`src/rtl/hamming_decoder.sv`:
```
// Serial SECDED decoder for extended Hamming(16,11): collects a 16-bit block,
// corrects single errors, flags double errors and streams the 11 data bits out.
module hamming_decoder #(
  parameter int NBITS = 16,
  parameter int NDATA = 11
) (
  input  logic clk,
  input  logic rst_n,
  input  logic datain,
  input  logic validin,
  output logic dataout,
  output logic clkout,
  output logic err_single,
  output logic err_double,
  output logic blkdone
);

  typedef enum logic {IDLE, SEND} state_t;

  state_t             state, state_n;
  logic [3:0]         cnt;
  logic [3:0]         ocnt, ocnt_n;
  logic [NBITS-1:0]   mem;
  logic [NDATA-1:0]   obuf;
  logic               ld;
  logic               dout_n, cout_n;

  logic [3:0]         syn;
  logic               par;
  logic [NBITS-1:0]   fix, cor;
  logic [NDATA-1:0]   dbits;

  // Input side: bit capture, counter and load flag
  always_ff @(posedge clk or negedge rst_n) begin
    if (!rst_n) begin
      cnt <= '0;
      mem <= '0;
      ld  <= 1'b0;
    end else begin
      ld <= validin && (cnt == 4'd15);
      if (validin) begin
        mem[cnt] <= datain;
        cnt      <= cnt + 4'd1;
      end
    end
  end

  always_comb begin
    syn = '0;
    for (int unsigned i = 1; i < 16; i++) begin
      if (mem[i]) syn = syn ^ 4'(i);
    end
    par = ^mem;
    fix = '0;
    if (par) fix[syn] = 1'b1;
    cor   = mem ^ fix;
    dbits = {cor[15], cor[14], cor[13], cor[12], cor[11], cor[10],
             cor[9], cor[7], cor[6], cor[5], cor[3]};
  end

  always_ff @(posedge clk or negedge rst_n) begin
    if (!rst_n) begin
      obuf       <= '0;
      err_single <= 1'b0;
      err_double <= 1'b0;
      blkdone    <= 1'b0;
    end else begin
      blkdone <= ld;
      if (ld) begin
        obuf       <= dbits;
        err_single <= par;
        err_double <= (syn != 4'd0) && !par;
      end
    end
  end

  // Output FSM: state register
  always_ff @(posedge clk or negedge rst_n) begin
    if (!rst_n) begin
      state <= IDLE;
      ocnt  <= '0;
    end else begin
      state <= state_n;
      ocnt  <= ocnt_n;
    end
  end

  // A load always restarts the burst, even on the last SEND cycle
  always_comb begin
    state_n = state;
    ocnt_n  = ocnt;
    if (ld) begin
      state_n = SEND;
      ocnt_n  = '0;
    end else if (state == SEND) begin
      if (ocnt == 4'(NDATA - 1)) begin
        state_n = IDLE;
        ocnt_n  = '0;
      end else begin
        ocnt_n = ocnt + 4'd1;
      end
    end
  end

  always_comb begin
    dout_n = 1'b0;
    cout_n = 1'b0;
    if (state == SEND) begin
      dout_n = obuf[ocnt];
      cout_n = 1'b1;
    end
  end

  always_ff @(posedge clk or negedge rst_n) begin
    if (!rst_n) begin
      dataout <= 1'b0;
      clkout  <= 1'b0;
    end else begin
      dataout <= dout_n;
      clkout  <= cout_n;
    end
  end

endmodule

```
`config.mk`:
```
export PLATFORM = sky130hd
export DESIGN_NAME = hamming_decoder
export DESIGN_NICKNAME = d
export VERILOG_FILES = /design/src/rtl/hamming_decoder.sv
export SDC_FILE = /design/constraint.sdc
export NUM_CORES = 1
export LEC_CHECK = 0
export BUFFER_PORTS_ARGS = -buffer_cell sky130_fd_sc_hd__buf_4
export CORE_MARGIN = 5
export CORE_UTILIZATION = 30
export CTS_BUF_LIST = sky130_fd_sc_hd__clkbuf_2 sky130_fd_sc_hd__clkbuf_4 sky130_fd_sc_hd__clkbuf_8
export DETAILED_ROUTE_END_ITERATION = 6
export MAX_ROUTING_LAYER = met4
export SETUP_SLACK_MARGIN = 0.15
export SYNTH_ARGS = -nofsm -noshare
export SYNTH_HDL_FRONTEND = slang
export SYNTH_SLANG_ARGS = --single-unit
```
`constraint.sdc`:
```
create_clock -name clk -period 3.33 [get_ports clk]
set_clock_uncertainty 0.05 [all_clocks]
set_input_delay 0 -clock clk [delete_from_list [all_inputs] [get_ports clk]]
set_output_delay 0 -clock clk [all_outputs]
set_load 0.01 [all_outputs]
```
After elaboration in Yosys (flattened, before gate mapping) --
Index checks and enable logic that the tools add are counted.
Cells by class: bitwise logic cells 15, div/mod/pow operators 0, add/sub/neg operators 2, shift-type cells 0, reduce and logical (&&, ||, !) cells 8, multipliers 0, mux-type cells 31, order comparisons 5, equality and inequality tests 2
Operator list (count):
- $mux 4 | 11
- $bwmux 16 | 1
- $mux 16 | 1
- $reduce_xor 16->1 | 1
- $xor 16x16->16 | 1
- $lt 4x5->1 const B | 3
- $mux 3 | 4
- $not 2->2 | 6
- $not 3->3 | 4
- $mux 1 | 9
- $add 4x1->4 const B | 2
- $demux 1 s4 | 2
- $eq 4x4->1 const B | 2
- $ge 4x1->1 const B | 2
- $bmux 1 s4 | 1
- $logic_and 1x1->1 | 4
- $mux 2 | 2
- $not 4->4 | 1
- $reduce_bool 4->1 | 1
- $not 1->1 const A | 3
- $reduce_bool 2->1 | 1
- $logic_not 1->1 | 1
Storage, ports and cells: memory bits (writable) 0, register bits after elaboration 42, output and inout port bits 5, bits in latches 0, ROM bits 0, memories 0, input bits 4

Longest topological paths before layout --
depth after elaboration 32, gate-level depth with buffers 8, gate-level depth less buffers 7

Worst setup path before layout --
OpenSTA, ideal clock, no wires.
path kind register to register, start register mem[5], end register obuf[10], stages on the path, launching flop included 7, path buffers 0, data required time 3143 ps, setup slack 1484 ps, data arrival time 1659 ps, setup time 137 ps, cell sequence dfrtp_1 xnor2_1 xor2_1 nor4_2 o22ai_1 xor2_1 a21oi_1
On the way: word-level cells in the longest chain between the ends 23, elaborated cells between the ends (all ways) 27, classes of those cells 2 x order compare; 14 x mux; 9 x bitwise; 2 x reduce/logical
Ends and longest elaborated chain:
- start, declared | RTL line 23 | logic [NBITS-1:0] mem;
- start signal, assigned by index | RTL line 42 | mem[cnt] <= datain;
- $mux 3 | RTL line 51 | if (mem[i]) syn = syn ^ 4'(i);
- $not 2->2 (no line)
- $mux 3 | RTL line 51
- $not 3->3 (no line)
- $mux 3 | RTL line 51
- $mux 4 (4 in series) | RTL line 51
- $not 2->2 (no line)
- $mux 4 | RTL line 51
- (+4 left out)
- $not 4->4 (no line)
- $mux 4 | RTL line 51
- $lt 4x5->1 (not written as such) / $ge 4x1->1 (equally long branches) | RTL line 55 | if (par) fix[syn] = 1'b1;
- $logic_and 1x1->1 (not written as such) | RTL line 55
- $mux 1 (not written as such) | RTL line 55
- $demux 1 s4 | RTL line 55
- $mux 16 * | RTL line 55
- $xor 16x16->16 * | RTL line 56 | cor = mem ^ fix;
- end signal, assigned | RTL line 70 | obuf <= dbits;
- end, declared | RTL line 24 | logic [NDATA-1:0] obuf;
Mark *: on every way between the ends. The rest lies on a longest branch, timed or not. A chain may end at the register's enable or synchronous reset.

Worst setup path in the final report --
start register mem[5], end register obuf[6]
Same word-level chain as after synthesis.

==> out/metrics.yaml <==
cts_tree: "built"
die_area_sq_um: 9930
maxCapViolations: 0
async_flop_share: 1.00
arrival_ns: 2.40
yosysMostFrequentCell: "dfrtp_1"
die_w_microns: 99.7
synth_top_area_cell: "dfrtp_1"
hpwl_microns: 3470
vias: 1671
die_y_microns: 99.7
grt_pass1_wl_microns: 8560
grt_pass1_vias: 1728
yosysUniqueCellTypes: 30
worstSkewPairLatency_ns: 0.30
ys_seq_area_frac: 0.436
ant_nets: 0
syn2layout_area_growth_pct: 12.2
drive_gt1_frac: 0.174
synthCells: 232
core_sq_um: 7770
finalSetupViolations: 0
grtUsageTotal: 0.109
drt_first_pass_iters: 4
initial_core_util: 0.311
clk_pin_slew_ns: 0.08
hold_path_class: "in2reg"
synth_top_cells_by_area: "dfrtp_1 (44%), xor2_1 (8.7%), mux2_2 (7.9%)"
worst_setup_path_start_kind: "register"
cts_resized: 0
final_max_slew_viol_count: 0
synth_warnings: 0
slew_headroom: 0.600
row_count: 32
rsz0062_at_grt: "no"
cp_top_family: "XOR/XNOR gates"
crit_required_ns: 3.43
ff_latch_area_sq_um: 1050
worst_pin_slew_ns: 0.600
critPathSlowestCell: "nor4_1"
ys_ff_latch: 42
status: "finished clean"
synth_nets: 242
nets: 251
ys.flop_type: "dfrtp_1"
h-tree-depth: 2
grt_overflow: 0
timing.final.crit_share: 0.692
antenna_found_initial: 0
place_congestion: 0.796
via_per_inst: 4.86
wire_per_inst_microns: 13.9
slowest_delay_ns: 0.58
crit_path_frequent_cell: "xor2_1"
setup-tns-final_ns: 0
cts_buffer_depth: 2
cts-root-buf: "clkbuf_8"
cp-end-kind: "register"
min_period_ns: 2.30
synth_commonest_cells: "dfrtp_1 (42), xor2_1 (24), nor2_1 (20), xnor2_1 (20), mux2_2 (17)"
finalHoldViolCount: 0
cts_made_buffers: 5
postCtsSetupRepairBufs: 0
synth_edf_count: 0
wl_microns: 4790
ios: 9
worstPathCellList: "xnor2_1, xor2_1, nor4_1, o22ai_1, xor2_1, a21oi_1"
io_buffers: 8
drtIter0Drc: 96
num-fill-cells: 813
antenna_cells: 0
yosys.area.top_type_share: 0.436
netlist_area_sq_um: 2410
crit_buf_inv: 0
avgSynthCellArea_sq_um: 10.4
drc: 0
critPathMaxFanout: 6
cts.sinks: 42
multiInputGateArea_sq_um: 1320
grt_max_degree: 43
fmax_ghz: 0.434
crit_type: "reg2reg"
[worst paths after layout]
check                                       start                endpoint  slack [ns]  cells past startpoint
max                            mem[5]$_DFFE_PN0P_     obuf[6]$_DFFE_PN0P_        1.03                      6
min                                        datain      mem[8]$_DFFE_PN0P_        0.02                      2
min reg2reg                err_double$_DFFE_PN0P_  err_double$_DFFE_PN0P_        0.45                      2
min in group asynchronous                   rst_n       dataout$_DFF_PN0_        0.17                      2
max in group asynchronous                   rst_n     mem[12]$_DFFE_PN0P_        2.69                      2
max reg2reg                    mem[5]$_DFFE_PN0P_     obuf[6]$_DFFE_PN0P_        1.03                      6
[cell usage in the layout (no fill, tap or decap), types with 5 or more instances in the layout]
| cell type | count |
|---|---|
| nand3_1 | 8 |
| o22ai_1 | 11 |
| a21oi_1 | 14 |
| nor3_1 | 12 |
| clkbuf_8 | 5 |
| ha_1 | 6 |
| nor2_1 | 20 |
| mux2_2 | 17 |
| dfrtp_1 | 42 |
| buf_4 | 9 |
| xor2_1 | 24 |
| nand2_1 | 9 |
| o21ai_0 | 7 |
| xnor2_1 | 20 |
[flip-flops by register name (all words and copies together) (netlist names)]
register / count
err_double: 1
mem: 16
ocnt: 4
blkdone: 1
ld: 1
clkout: 1
state: 1
cnt: 4
dataout: 1
obuf: 11
err_single: 1
[layer usage]
| metal | vias to the layer above | GRT usage | share of wire |
|---|---|---|---|
| li1 | 832 | - | - |
| met3 | 7 | 0.0295 | 0.032 |
| met5 | - | - | 0 |
| met4 | 0 | 0.0410 | 0.014 |
| met2 | 26 | 0.162 | 0.47 |
| met1 | 806 | 0.143 | 0.48 |
[area by class of cell]
class | count | share of cell area
Multi-Input combinational cell | 178 | 0.486
Sequential cell | 42 | 0.388
Tap cell | 102 | 0.0471
Timing Repair Buffer | 11 | 0.0323
Clock buffer | 7 | 0.0310
Clock inverter | 1 | 0.0111
Inverter | 3 | 0.00416
[cell families (layout without fill, tap and decap cells)]
logic type / Yosys count / count (layout) / synth area share
muxes: 21 / 21 / 0.106
AOI/OAI and AO/OA: 36 / 36 / 0.0830
adders and majority gates: 6 / 6 / 0.0311
xor gates and xnor gates: 46 / 46 / 0.173
buffers and inverters: 12 / 22 / 0.0187
DFF: 42 / 42 / 0.436
and+or+nand+nor: 69 / 69 / 0.152
[what timing repair did]
action | in CTS | in global routing
hold buffers | 2 | 0
setup endpoints to repair | 0 | 0
hold endpoints to repair | 44 | 0
[stage by stage]
| stage | cell area (sq um) | instances | hold slack [ns] | util | setup WS [ns] |
|---|---|---|---|---|---|
| 4_1_cts | 2710 | 344 | 0.0298 | 0.349 | 1.04 |
| 6_report | 2710 | 344 | 0.0249 | 0.349 | 1.03 |
| 3_5_place_dp | 2570 | 334 | -0.0240 | 0.331 | 1.05 |
| 5_1_grt | 2710 | 344 | 0.0407 | 0.349 | 0.911 |
| 3_3_place_gp | 2570 | 334 | -0.0243 | 0.331 | 1.08 |
| 2_1_floorplan | 2410 | 232 | -0.346 | - | 1.48 |
Power is not shown: default switching activity piles up to over one toggle a cycle in this logic, so the estimate is an artifact.
